==> src/rtl/dfii_csr_responder_pkg.sv <==
// ============================================================================
// Module  : dfii_csr_responder_pkg
// Brief   : Register offsets, field indices and handshake states for DFII CSRs
// Revision: 1.0
// ============================================================================
`default_nettype none

package dfii_csr_responder_pkg;

    localparam int unsigned c_WINDOW_WORDS = 16;

    localparam logic [3:0] c_OFF_CONTROL  = 4'd0;
    localparam logic [3:0] c_OFF_COMMAND  = 4'd1;
    localparam logic [3:0] c_OFF_ISSUE    = 4'd2;
    localparam logic [3:0] c_OFF_ADDRESS  = 4'd3;
    localparam logic [3:0] c_OFF_BADDRESS = 4'd4;
    localparam logic [3:0] c_OFF_WRDATA   = 4'd5;
    localparam logic [3:0] c_OFF_RDDATA   = 4'd6;

    localparam int c_CONTROL_BITS = 4;
    localparam int c_CTL_SEL      = 0;
    localparam int c_CTL_CKE      = 1;
    localparam int c_CTL_ODT      = 2;
    localparam int c_CTL_RESET_N  = 3;

    localparam int c_COMMAND_BITS = 6;
    localparam int c_CMD_CS       = 0;
    localparam int c_CMD_WE       = 1;
    localparam int c_CMD_CAS      = 2;
    localparam int c_CMD_RAS      = 3;
    localparam int c_CMD_WREN     = 4;
    localparam int c_CMD_RDEN     = 5;

    typedef enum logic [0:0] {
        ST_IDLE = 1'b0,
        ST_ACK  = 1'b1
    } ack_state_t;

    // Replace only the byte lanes enabled in sel.
    function automatic logic [31:0] byte_merge(input logic [31:0] old_val,
                                               input logic [31:0] new_val,
                                               input logic [3:0]  sel);
        logic [31:0] res;
        res = old_val;
        for (int b = 0; b < 4; b++) begin
            if (sel[b]) res[8*b +: 8] = new_val[8*b +: 8];
        end
        return res;
    endfunction

endpackage

`default_nettype wire

==> src/rtl/wb_csr_ack_fsm.sv <==
// ============================================================================
// Module  : wb_csr_ack_fsm
// Brief   : 16-word CSR window decode and single-cycle Wishbone ack handshake
// Revision: 1.0
// ============================================================================
`default_nettype none

module wb_csr_ack_fsm
    import dfii_csr_responder_pkg::*;
#(
    parameter int unsigned BASE_WORD_ADR = 32'h2400,
    parameter int          WB_ADR_WIDTH  = 30
) (
    input  logic                    clk,
    input  logic                    rst,
    input  logic [WB_ADR_WIDTH-1:0] i_adr,
    input  logic                    i_cyc,
    input  logic                    i_stb,
    input  logic                    i_we,
    output logic                    o_ack,
    output logic                    o_wr_en,
    output logic                    o_rd_en,
    output logic [3:0]              o_offset
);

    ack_state_t              r_state;
    ack_state_t              w_state_nxt;
    logic [WB_ADR_WIDTH-1:0] w_rel;
    logic                    w_hit;
    logic                    w_req;

    // Subtract-then-compare catches addresses below the base via wraparound.
    assign w_rel = i_adr - WB_ADR_WIDTH'(BASE_WORD_ADR);
    assign w_hit = (w_rel < WB_ADR_WIDTH'(c_WINDOW_WORDS));

    always_ff @(posedge clk) begin
        if (rst) begin
            r_state <= ST_IDLE;
        end else begin
            r_state <= w_state_nxt;
        end
    end

    always_comb begin
        w_state_nxt = r_state;
        w_req       = 1'b0;
        case (r_state)
            ST_IDLE: begin
                w_req = i_cyc & i_stb & w_hit;
                if (w_req) w_state_nxt = ST_ACK;
            end
            ST_ACK:  w_state_nxt = ST_IDLE;
            default: w_state_nxt = ST_IDLE;
        endcase
    end

    assign o_ack    = (r_state == ST_ACK);
    assign o_wr_en  = w_req & i_we;
    assign o_rd_en  = w_req & ~i_we;
    assign o_offset = w_rel[3:0];

endmodule

`default_nettype wire

==> src/rtl/dfii_csr_responder.sv <==
// ============================================================================
// Module  : dfii_csr_responder
// Brief   : Wishbone CSR bank giving software direct control of the DFI port
// Revision: 1.0
// ============================================================================
`default_nettype none

module dfii_csr_responder
    import dfii_csr_responder_pkg::*;
#(
    parameter int unsigned BASE_WORD_ADR  = 32'h2400,
    parameter int          ADDR_BITS      = 14,
    parameter int          BANK_BITS      = 3,
    parameter int          DFI_DATA_WIDTH = 32,
    parameter int          WB_ADR_WIDTH   = 30
) (
    input  logic                      clk,
    input  logic                      rst,
    input  logic [WB_ADR_WIDTH-1:0]   wb_adr,
    input  logic [31:0]               wb_dat_w,
    output logic [31:0]               wb_dat_r,
    input  logic [3:0]                wb_sel,
    input  logic                      wb_cyc,
    input  logic                      wb_stb,
    input  logic                      wb_we,
    output logic                      wb_ack,
    output logic                      dfi_sel,
    output logic                      dfi_cke,
    output logic                      dfi_odt,
    output logic                      dfi_reset_n,
    output logic                      dfi_cs_n,
    output logic                      dfi_ras_n,
    output logic                      dfi_cas_n,
    output logic                      dfi_we_n,
    output logic [ADDR_BITS-1:0]      dfi_address,
    output logic [BANK_BITS-1:0]      dfi_bank,
    output logic                      dfi_wrdata_en,
    output logic                      dfi_rddata_en,
    output logic [DFI_DATA_WIDTH-1:0] dfi_wrdata,
    input  logic [DFI_DATA_WIDTH-1:0] dfi_rddata,
    input  logic                      dfi_rddata_valid
);

    logic                      w_wr_en;
    logic                      w_rd_en;
    logic [3:0]                w_offset;
    logic [31:0]               w_addr_m;
    logic [31:0]               w_bank_m;
    logic [31:0]               w_wrd_m;
    logic [31:0]               w_rd_mux;

    logic [c_CONTROL_BITS-1:0] r_control;
    logic [c_COMMAND_BITS-1:0] r_command;
    logic [ADDR_BITS-1:0]      r_address;
    logic [BANK_BITS-1:0]      r_baddress;
    logic [DFI_DATA_WIDTH-1:0] r_wrdata;
    logic [DFI_DATA_WIDTH-1:0] r_rddata;
    logic [31:0]               r_dat_r;
    logic                      r_issue;

    wb_csr_ack_fsm #(
        .BASE_WORD_ADR (BASE_WORD_ADR),
        .WB_ADR_WIDTH  (WB_ADR_WIDTH)
    ) u_ack_fsm (
        .clk      (clk),
        .rst      (rst),
        .i_adr    (wb_adr),
        .i_cyc    (wb_cyc),
        .i_stb    (wb_stb),
        .i_we     (wb_we),
        .o_ack    (wb_ack),
        .o_wr_en  (w_wr_en),
        .o_rd_en  (w_rd_en),
        .o_offset (w_offset)
    );

    assign w_addr_m = byte_merge(32'(r_address),  wb_dat_w, wb_sel);
    assign w_bank_m = byte_merge(32'(r_baddress), wb_dat_w, wb_sel);
    assign w_wrd_m  = byte_merge(32'(r_wrdata),   wb_dat_w, wb_sel);

    always_comb begin
        w_rd_mux = 32'd0;
        case (w_offset)
            c_OFF_CONTROL:  w_rd_mux = 32'(r_control);
            c_OFF_COMMAND:  w_rd_mux = 32'(r_command);
            c_OFF_ADDRESS:  w_rd_mux = 32'(r_address);
            c_OFF_BADDRESS: w_rd_mux = 32'(r_baddress);
            c_OFF_WRDATA:   w_rd_mux = 32'(r_wrdata);
            c_OFF_RDDATA:   w_rd_mux = 32'(r_rddata);
            default:        w_rd_mux = 32'd0;
        endcase
    end

    always_ff @(posedge clk) begin
        if (rst) begin
            r_control  <= '0;
            r_command  <= '0;
            r_address  <= '0;
            r_baddress <= '0;
            r_wrdata   <= '0;
            r_rddata   <= '0;
            r_dat_r    <= '0;
            r_issue    <= 1'b0;
        end else begin
            r_issue <= 1'b0;
            if (w_wr_en) begin
                case (w_offset)
                    c_OFF_CONTROL:  if (wb_sel[0]) r_control <= wb_dat_w[c_CONTROL_BITS-1:0];
                    c_OFF_COMMAND:  if (wb_sel[0]) r_command <= wb_dat_w[c_COMMAND_BITS-1:0];
                    c_OFF_ISSUE:    r_issue    <= wb_sel[0] & wb_dat_w[0];
                    c_OFF_ADDRESS:  r_address  <= w_addr_m[ADDR_BITS-1:0];
                    c_OFF_BADDRESS: r_baddress <= w_bank_m[BANK_BITS-1:0];
                    c_OFF_WRDATA:   r_wrdata   <= w_wrd_m[DFI_DATA_WIDTH-1:0];
                    default: ;
                endcase
            end
            // The read mux sees the old RDDATA, so a same-edge capture is not visible yet.
            if (w_rd_en)          r_dat_r  <= w_rd_mux;
            if (dfi_rddata_valid) r_rddata <= dfi_rddata;
        end
    end

    assign wb_dat_r      = r_dat_r;

    assign dfi_sel       = r_control[c_CTL_SEL];
    assign dfi_cke       = r_control[c_CTL_CKE];
    assign dfi_odt       = r_control[c_CTL_ODT];
    assign dfi_reset_n   = r_control[c_CTL_RESET_N];

    assign dfi_cs_n      = ~(r_issue & r_command[c_CMD_CS]);
    assign dfi_ras_n     = ~(r_issue & r_command[c_CMD_RAS]);
    assign dfi_cas_n     = ~(r_issue & r_command[c_CMD_CAS]);
    assign dfi_we_n      = ~(r_issue & r_command[c_CMD_WE]);
    assign dfi_wrdata_en = r_issue & r_command[c_CMD_WREN];
    assign dfi_rddata_en = r_issue & r_command[c_CMD_RDEN];

    assign dfi_address   = r_address;
    assign dfi_bank      = r_baddress;
    assign dfi_wrdata    = r_wrdata;

endmodule

`default_nettype wire

==> config.mk <==
export PLATFORM = sky130hd
export DESIGN_NAME = dfii_csr_responder
export DESIGN_NICKNAME = d
export VERILOG_FILES = /design/src/rtl/dfii_csr_responder_pkg.sv /design/src/rtl/wb_csr_ack_fsm.sv /design/src/rtl/dfii_csr_responder.sv
export SDC_FILE = /design/constraint.sdc
export NUM_CORES = 1
export LEC_CHECK = 0
export BUFFER_PORTS_ARGS = -buffer_cell sky130_fd_sc_hd__buf_4
export CORE_ASPECT_RATIO = 1.2
export CORE_UTILIZATION = 50
export DETAILED_ROUTE_END_ITERATION = 8
export HOLD_SLACK_MARGIN = 0.03
export PLACE_DENSITY = 0.91
export RECOVER_POWER = 100
export SLEW_MARGIN = 20
export SYNTH_ARGS = -nofsm -noshare
export SYNTH_HDL_FRONTEND = slang
export SYNTH_SLANG_ARGS = --single-unit
==> constraint.sdc <==
create_clock -name clk -period 2.2 [get_ports clk]
set_input_delay 0.22 -clock clk [delete_from_list [all_inputs] [get_ports clk]]
set_output_delay 0.22 -clock clk [all_outputs]
set_load 0.005 [all_outputs]
==> results of run 1 <==
how the worst max path moves through the flow:
| stage | start | cells after the start | to |
|---|---|---|---|
| floorplan | u_ack_fsm.o_ack$_SDFF_PP0_ | 8 | wb_dat_r[10]$_SDFFE_PP0P_ |
| global placement | wb_adr[7] | 7 | wb_dat_r[30]$_SDFFE_PP0P_ |
| detailed placement | wb_adr[7] | 7 | wb_dat_r[30]$_SDFFE_PP0P_ |
| CTS | u_ack_fsm.o_ack$_SDFF_PP0_ | 7 | dfi_address[4]$_SDFFE_PP0P_ |
| global route | u_ack_fsm.o_ack$_SDFF_PP0_ | 7 | dfi_address[0]$_SDFFE_PP0P_ |
| finish | u_ack_fsm.o_ack$_SDFF_PP0_ | 6 | wb_dat_r[18]$_SDFFE_PP0P_ |
final cells by class:
| cell class | count | area [um2] | share of cell area (%) |
|---|---|---|---|
| Multi-Input combinational cell | 413 | 2920 | 36.3 |
| Sequential cell | 125 | 2500 | 31.1 |
| Timing Repair Buffer | 228 | 1860 | 23.1 |
| Clock buffer | 19 | 433 | 5.39 |
| Tap cell | 132 | 165 | 2.05 |
| Clock inverter | 12 | 148 | 1.84 |
| Inverter | 3 | 11.3 | 0.140 |
cell usage after synthesis, types with 2 or more instances:
master | count | area share [%]
nand4b_1 | 4 | 0.62
mux2_2 | 2 | 0.40
mux2i_1 | 56 | 9.9
and3_1 | 3 | 0.33
clkbuf_1 | 36 | 2.4
a31oi_1 | 33 | 3.7
dfxtp_1 | 125 | 44
a211oi_1 | 2 | 0.27
a22oi_1 | 18 | 2.4
inv_1 | 3 | 0.20
a221oi_1 | 3 | 0.47
nor4bb_1 | 4 | 0.71
buf_1 | 6 | 0.40
a21oi_1 | 39 | 3.5
nor4_1 | 5 | 0.56
or4_1 | 3 | 0.40
buf_2 | 8 | 0.71
and4_1 | 2 | 0.31
a222oi_1 | 11 | 2.0
and4b_1 | 2 | 0.36
a211oi_2 | 30 | 6.7
nor4b_1 | 2 | 0.31
nand3_1 | 36 | 3.2
nand2_1 | 41 | 2.7
nand4_1 | 10 | 1.1
and2_1 | 4 | 0.44
o21a_1 | 2 | 0.27
o21ai_0 | 39 | 3.5
nor2_1 | 42 | 2.8
nor4b_2 | 4 | 1.1
buf_6 | 6 | 1.2
metrics by stage:
stage | setup slack (ps) | area (um2) | utilization, % | cells | hold slack, ps
floorplan | 158 | 5630 | - | 597 | 359
global placement | -78.5 | 7310 | 66.5 | 895 | 454
detailed placement | -95.3 | 7310 | 66.5 | 895 | 462
CTS | 11.5 | 7900 | 71.9 | 926 | 40.8
global route | -49.6 | 8040 | 73.2 | 932 | 53.2
finish | 26.1 | 8040 | 73.2 | 932 | 43.1
layer usage:
| layer | wire length, um | track usage, % |
|---|---|---|
| met1 | 7340 | 37.7 |
| met4 | 944 | 18.8 |
| met2 | 9750 | 54.7 |
| met3 | 1670 | 6.92 |
| met5 | 0 | 0 |
critical path: stages, from the launching register on:
cell	delay (ps)
dfxtp_2	320
or4b_4	490
nor4b_4	300
and4_4	360
and3_4	270
buf_12	170
a211oi_2	90
cell families after synthesis:
logic type | synth area share (%)
compound gates | 23.3
simple gates | 16.6
flops | 44.4
mux | 10.7
buf+inv | 4.91
registers in the layout (all words and copies together), names as in the netlist:
| name | cells |
|---|---|
| dfi_wrdata | 32 |
| r_rddata | 32 |
| wb_dat_r | 32 |
| dfi_address | 14 |
| r_command | 6 |
| r_control | 4 |
| dfi_bank | 3 |
| r_issue | 1 |
| u_ack_fsm.o_ack | 1 |
what timing repair did:
| item | 4_1_cts | 5_1_grt |
|---|---|---|
| setup buffers | 0 | 2 |
| pin swaps | 1 | 11 |
| endpoints found under the setup margin | 25 | 48 |
| gates resized for setup | 2 | 8 |
| cloned | 0 | 4 |
where the power goes:
part / internal [mW] / leakage [nW] / switching, mW
registers: 2.30 / 1.01 / 0.0227
clock network: 1.77 / 0.282 / 1.02
logic: 0.198 / 2.07 / 0.234
==> out/qor.yml, run 1 <==
post-dp-hpwl_um: 12900
portBuffers: 195
detail-route-antenna-nets: 0
grt_max_degree: 104
drtIter0Drc: 722
critPathMaxFanout: 13
clk_pin_slew_ps: 60
worstRegToRegCells: 6
ys.warnings.count: 0
core_um2: 11000
post-route-period-util_pct: 98.8
slew_violations: 0
numCtsBuffers: 17
maxCapViolCount: 0
die_w_um: 98.9
final_cell_mix: "buf_4 (216), dfxtp_1 (124), mux2i_1 (56), nand2_1 (41), nor2_1 (41)"
layout-drive-gt1-share_pct: 38.4
p_per_area_nw_per_um2: 690
synth-async-reset-ratio_pct: 0
fin_crit_ps: 2170
final_common_cell: "buf_4"
synth_edf_count: 0
fin_skew_ps: 6.06
diodes: 0
critical_path_class: "flop to flop"
routed_wl_um: 19700
drc: 0
leakage_nw: 3.36
nFillCells: 731
grt.total_usage_pct: 32.4
vias: 5970
synthFlopType: "dfxtp_1"
rsz0062_at_grt: "yes"
gr-total-overflow: 0
synth.distinct_cells: 47
antenna_found_initial: 0
timing.rr.end: "wb_dat_r[18]$_SDFFE_PP0P_"
tritoncts: "yes"
hold_depth: 3
place_congestion: 0.895
rows: 42
hold_end: "r_rddata[24]$_SDFFE_PP0P_"
dieHeight_um: 118
hp-start: "dfi_rddata[24]"
slew_headroom_pct: 40.2
worstPathRequired_ps: 2450
cts_buffer_depth: 2
yosysSeqAreaShare_pct: 44.4
hold_viol: 0
tightest_slew_ps: 897
ys_ff_latch: 125
syn_area_um2: 5630
vdd_drop_max_mv: 0.475
endpoint_kind: "flop"
io_pins: 196
outcome: "complete, no violations"
fmax_mhz: 460
rrSetupSlack_ps: 30
cts_hold_buf: 0
vias_per_cell: 6.41
arrival_ps: 2420
finalSetupViolations: 0
h-tree-depth: 4
totalPowerFinal_mw: 5.54
dieArea_um2: 11700
syn-mean-instance-area_um2: 9.44
dr.pass1.iters: 7
cp-start-kind: "flop"
grt_pass1_wl_um: 29900
grt_pass1_vias: 5949
hold_class: "primary input to flop"
r2r-start: "u_ack_fsm.o_ack$_SDFF_PP0_"
synth_cells: 597
syn-num-nets: 701
fin_setup_tns_ps: 0
cts.sinks: 125
clockRootBuffer: "clkbuf_16"
post_drt_wl_per_cell_um: 21.1
start_util_pct: 51.3
area_delta_synth_final_pct: 42.7
clkLatencyLatePin_ps: 410
fin_nets: 892
(Power assumes the default switching activity.)
==> run 2: changes to the inputs <==
==> constraint.sdc (replaced) <==
create_clock -name clk -period 2.2 [get_ports clk]
set_input_delay 0 -clock clk [delete_from_list [all_inputs] [get_ports clk]]
set_output_delay 0 -clock clk [all_outputs]
set_load 0.005 [all_outputs]
==> run 2 against run 1 <==
Against the previous run:
- critical path type unchanged
- non-clock buffer count up 74
- register-to-register slack worse by 30 ps
- the flow now finishes with violations (negative setup slack)
- first-iteration DRC count up 21%
- design area up 9.1%
- sequential power about the same
- critical endpoint is now dfi_address[11]$_SDFFE_PP0P_
==> out/qor.yml, run 2 (same netlist as run 1, synthesis figures left out) <==
outcome: "finished, violations left"
violations: "negative setup slack"
r2r-start: "u_ack_fsm.o_ack$_SDFF_PP0_"
detail-route-antenna-nets: 0
clk_pin_slew_ps: 60
tritoncts: "yes"
fin_crit_ps: 2200
maxCapViolCount: 0
dr.pass1.iters: 7
clockRootBuffer: "clkbuf_16"
critical_path_class: "flop to flop"
post-dp-hpwl_um: 13100
numCtsBuffers: 17
start_util_pct: 51.3
dieArea_um2: 11700
die_w_um: 98.9
worstRegToRegCells: 7
postPlaceCellArea_um2: 7290
fin_util_pct: 79.8
portBuffers: 195
fmax_mhz: 454
hold_class: "primary input to flop"
post_drt_wl_per_cell_um: 22.8
cp-start-kind: "flop"
diodes: 0
layout-drive-gt1-share_pct: 33.0
tightest_slew_ps: 766
final_cell_mix: "dfxtp_1 (125), buf_4 (121), clkbuf_4 (80), dlygate4sd3_1 (79), mux2i_1 (56)"
leakage_nw: 3.58
grt_pass1_wl_um: 34600
fin_cells: 1007
fin_skew_ps: 6.72
vias: 6685
slew_headroom_pct: 49.0
dp_cells: 892
final_common_cell: "dfxtp_1"
vias_per_cell: 6.64
core_um2: 11000
setup_ws_ps: -0.369
timing.rr.end: "dfi_address[11]$_SDFFE_PP0P_"
critPathMaxFanout: 18
fin_nets: 966
gr-total-overflow: 0
endpoint_kind: "flop"
hold_depth: 6
dp_slack_ps: 14.8
drc: 0
nFillCells: 613
grt_max_degree: 49
routed_wl_um: 23000
vdd_drop_max_mv: 0.612
antenna_found_initial: 0
rrSetupSlack_ps: -0.4
hp-start: "wb_sel[3]"
dieHeight_um: 118
place_congestion: 0.873
cp_cell_sequence: "or4b_4, nor4b_4, and4_4, buf_12, clkbuf_16, nand4_1, a21oi_1"
slowest_stage: "or4b_4"
area_delta_synth_final_pct: 55.6
clkLatencyLatePin_ps: 420
post-route-period-util_pct: 100
finalSetupViolations: 1
p_per_area_nw_per_um2: 686
cts.sinks: 125
worstPathRequired_ps: 2530
grt_pass1_vias: 6680
max_stage_delay_ps: 490
io_pins: 196
rows: 42
hold_end: "dfi_wrdata[26]$_SDFFE_PP0P_"
cts_buffer_depth: 2
arrival_ps: 2530
drtIter0Drc: 874
hold_viol: 0
grt.total_usage_pct: 38.2
fin_area_um2: 8770
slew_violations: 0
h-tree-depth: 4
fin_setup_tns_ps: -0.369
==> run 2: cell types whose count changed in the layout (fill, tap and decap cells not counted), sizes merged <==
| cell | delta |
|---|---|
| buf | -97 |
| bufinv | +1 |
| clkbuf | +94 |
| clkinv | -6 |
| clkinvlp | +2 |
| dlygate4sd3 | +79 |
| inv | +2 |
==> run 2: power by group <==
group	switching (mW)	total, mW	internal, mW
registers	0.0271	2.33	2.30
clock network	1.10	3.13	2.03
logic	0.273	0.564	0.291
==> run 2: how the worst max path moves through the flow <==
stage	startpoint	endpoint	slack, ps	depth (start not counted)
5_1_grt	wb_adr[3]	dfi_address[10]$_SDFFE_PP0P_	-130	8
3_3_place_gp	u_ack_fsm.o_ack$_SDFF_PP0_	r_issue$_SDFF_PP0_	80	6
3_5_place_dp	u_ack_fsm.o_ack$_SDFF_PP0_	r_issue$_SDFF_PP0_	10	6
2_1_floorplan	u_ack_fsm.o_ack$_SDFF_PP0_	wb_dat_r[10]$_SDFFE_PP0P_	160	8
4_1_cts	u_ack_fsm.o_ack$_SDFF_PP0_	wb_dat_r[19]$_SDFFE_PP0P_	30	6
6_report	u_ack_fsm.o_ack$_SDFF_PP0_	dfi_address[11]$_SDFFE_PP0P_	-0.4	7
==> run 2: final cells by class <==
type,instances,area (um2),share of cell area (%)
clock buffers,21,480,5.48
clock inverters,11,178,2.03
inverters,3,15.0,0.171
multi-input cells,413,2900,33.0
flip-flops and latches,125,2500,28.5
well taps,132,165,1.88
repair buffers,302,2530,28.9
==> run 2: through the flow <==
stage / power [mW] / hold slack, ps
2_1_floorplan: 2.55 / 139
3_3_place_gp: 2.77 / 234
3_5_place_dp: 2.79 / 241
4_1_cts: 5.95 / 162
5_1_grt: 6.11 / 200
6_report: 6.02 / 179
==> run 2: worst max-delay path: cells and delay by family (launching register included) <==
family,cells,cell delay (ps)
AOI/OAI and AO/OA,1,230
DFF,1,320
buffers and inverters,2,300
and+or+nand+nor,4,1250
==> run 2: timing repair <==
item | 4_1_cts | 5_1_grt
endpoints found under the setup margin | 2 | 36
hold buffers | 79 | 0
buffers inserted | 0 | 1
endpoints found under the hold margin | 100 | 0
gates resized for setup | 1 | 8
pin swaps | 0 | 4
cloned | 0 | 3
==> run 2: per-layer routing <==
layer / share of wire [%] / track usage (%) / up-vias
li1: - / - / 2788
met1: 34 / 40.6 / 3153
met2: 49 / 63.2 / 574
met3: 9.6 / 9.05 / 170
met4: 7.6 / 32.9 / 0
met5: 0 / 0 / -
==> run 3: changes to the inputs <==
clock period = 2.49 ns   (was 2.2 ns; I/O delays follow)
==> run 3 against run 2 <==
Against the previous run:
- the run now ends clean
- via count fell by 5.3%
- count of clock-buffer cells in the layout decreased by 1
- maximum frequency is 5.7% lower
- hold slack got worse by 120 ps
- clock skew up 3.5 ps
- sequential share of layout area is 1.3 points higher
- first-iteration DRC count fell by 17%
- critical path depth decreased by 1
- non-clock buffer count down 14
- global-route usage fell by 2.1 points
- power fell by 16%
- sequential power shrank 12%
- critical endpoint is now dfi_address[9]$_SDFFE_PP0P_
- highest routed layer unchanged
==> out/qor.yml, run 3 (same netlist as run 1, synthesis figures left out) <==
critical_path_class: "flop to flop"
detail-route-antenna-nets: 0
slew_headroom_pct: 4.06
arrival_ps: 2620
cts_buffer_depth: 2
final_cell_mix: "dfxtp_1 (125), buf_4 (118), clkbuf_4 (80), dlygate4sd3_1 (74), mux2i_1 (56)"
cp_cell_sequence: "or4b_1, nor4b_2, and4_2, buf_12, nand4_1, a21oi_1"
cts.sinks: 125
grt_max_degree: 67
dp_cells: 887
hold_slack_ps: 54.4
p_sw_mw: 1.19
dieHeight_um: 118
diodes: 0
place_congestion: 0.879
fin_nets: 952
fin_skew_ps: 10.2
clockRootBuffer: "clkbuf_16"
multi_input_area_um2: 2770
max_stage_delay_ps: 480
dieArea_um2: 11700
fin_cells: 993
vias: 6328
clkLatencyLatePin_ps: 410
die_w_um: 98.9
antenna_found_initial: 0
gr-total-overflow: 0
rows: 42
clk_pin_slew_ps: 60
drtIter0Drc: 727
worstPathRequired_ps: 2780
tightest_slew_ps: 1440
p_per_area_nw_per_um2: 600
postPlaceCellArea_um2: 7220
p_int_mw: 3.84
endpoint_kind: "flop"
drc: 0
final_common_cell: "dfxtp_1"
power_frac_clock_pct: 49.7
slew_violations: 0
maxCapViolCount: 0
rsz0062_at_grt: "no"
hold_class: "primary input to flop"
fin_util_pct: 76.2
portBuffers: 195
setup_ws_ps: 157
critPathMaxFanout: 40
start_util_pct: 51.3
comb_power_share_pct: 9.5
vias_per_cell: 6.37
hold_viol: 0
dr.pass1.iters: 7
post-dp-hpwl_um: 12600
post_drt_wl_per_cell_um: 21.2
slowest_stage: "or4b_1"
cts.repair.resized: 0
numCtsBuffers: 17
grt_pass1_vias: 6427
ff_latch_area_um2: 2500
p_seq_share_pct: 40.8
routed_wl_um: 21100
post-route-period-util_pct: 93.7
io_pins: 196
grt.total_usage_pct: 36.1
nFillCells: 659
fin_setup_tns_ps: 0
fin_crit_ps: 2330
vdd_drop_max_mv: 0.398
area_delta_synth_final_pct: 48.6
h-tree-depth: 4
layout-drive-gt1-share_pct: 29.6
switching_share_pct: 23.6
finalSetupViolations: 0
fin_area_um2: 8370
outcome: "complete, no violations"
grt_pass1_wl_um: 33000
cp-start-kind: "flop"
totalPowerFinal_mw: 5.03
leakage_nw: 3.44
core_um2: 11000
dp_slack_ps: 232
fmax_mhz: 429
tritoncts: "yes"
[run 3: layer usage]
metal | track usage [%] | part of all wire, % | vias up
li1 | - | - | 2760
met1 | 40.1 | 35 | 2948
met2 | 61.4 | 49 | 483
met3 | 9.05 | 9.6 | 137
met4 | 22.8 | 6.0 | 0
met5 | 0 | 0 | -
[run 3: area by class of cell]
| type | instances | share of cell area, % |
|---|---|---|
| Clock buffer | 20 | 5.57 |
| Clock inverter | 12 | 1.61 |
| Inverter | 3 | 0.134 |
| Multi-Input combinational cell | 413 | 33.1 |
| Sequential cell | 125 | 29.9 |
| Tap cell | 132 | 1.97 |
| Timing Repair Buffer | 288 | 27.7 |
[run 3: critical path, delay by kind of cell, from the launching register on]
family	cells	cell delay, ps
buffers and inverters	1	230
AOI/OAI and AO/OA	1	330
and+or+nand+nor	4	1320
DFF	1	310
[run 3: power by group through the flow]
stage,sequential [mW],combinational (mW),clock (mW)
floorplan,2.09,0.170,0
global placement,2.09,0.354,0
detailed placement,2.09,0.365,0
CTS,2.05,0.461,2.51
global route,2.05,0.502,2.61
finish,2.05,0.477,2.50
[run 3: worst paths after layout]
check	startpoint	to	slack, ps	cells past startpoint
max	u_ack_fsm.o_ack$_SDFF_PP0_	dfi_address[9]$_SDFFE_PP0P_	160	6
min	wb_adr[0]	r_issue$_SDFF_PP0_	50	3
max reg2reg	u_ack_fsm.o_ack$_SDFF_PP0_	dfi_address[9]$_SDFFE_PP0P_	160	6
min reg2reg	r_command[0]$_SDFFE_PP0P_	r_command[0]$_SDFFE_PP0P_	500	2
[run 3: what timing repair did]
item | 4_1_cts | 5_1_grt
hold endpoints to repair | 92 | 0
buffers inserted | 0 | 0
hold buffers | 74 | 0
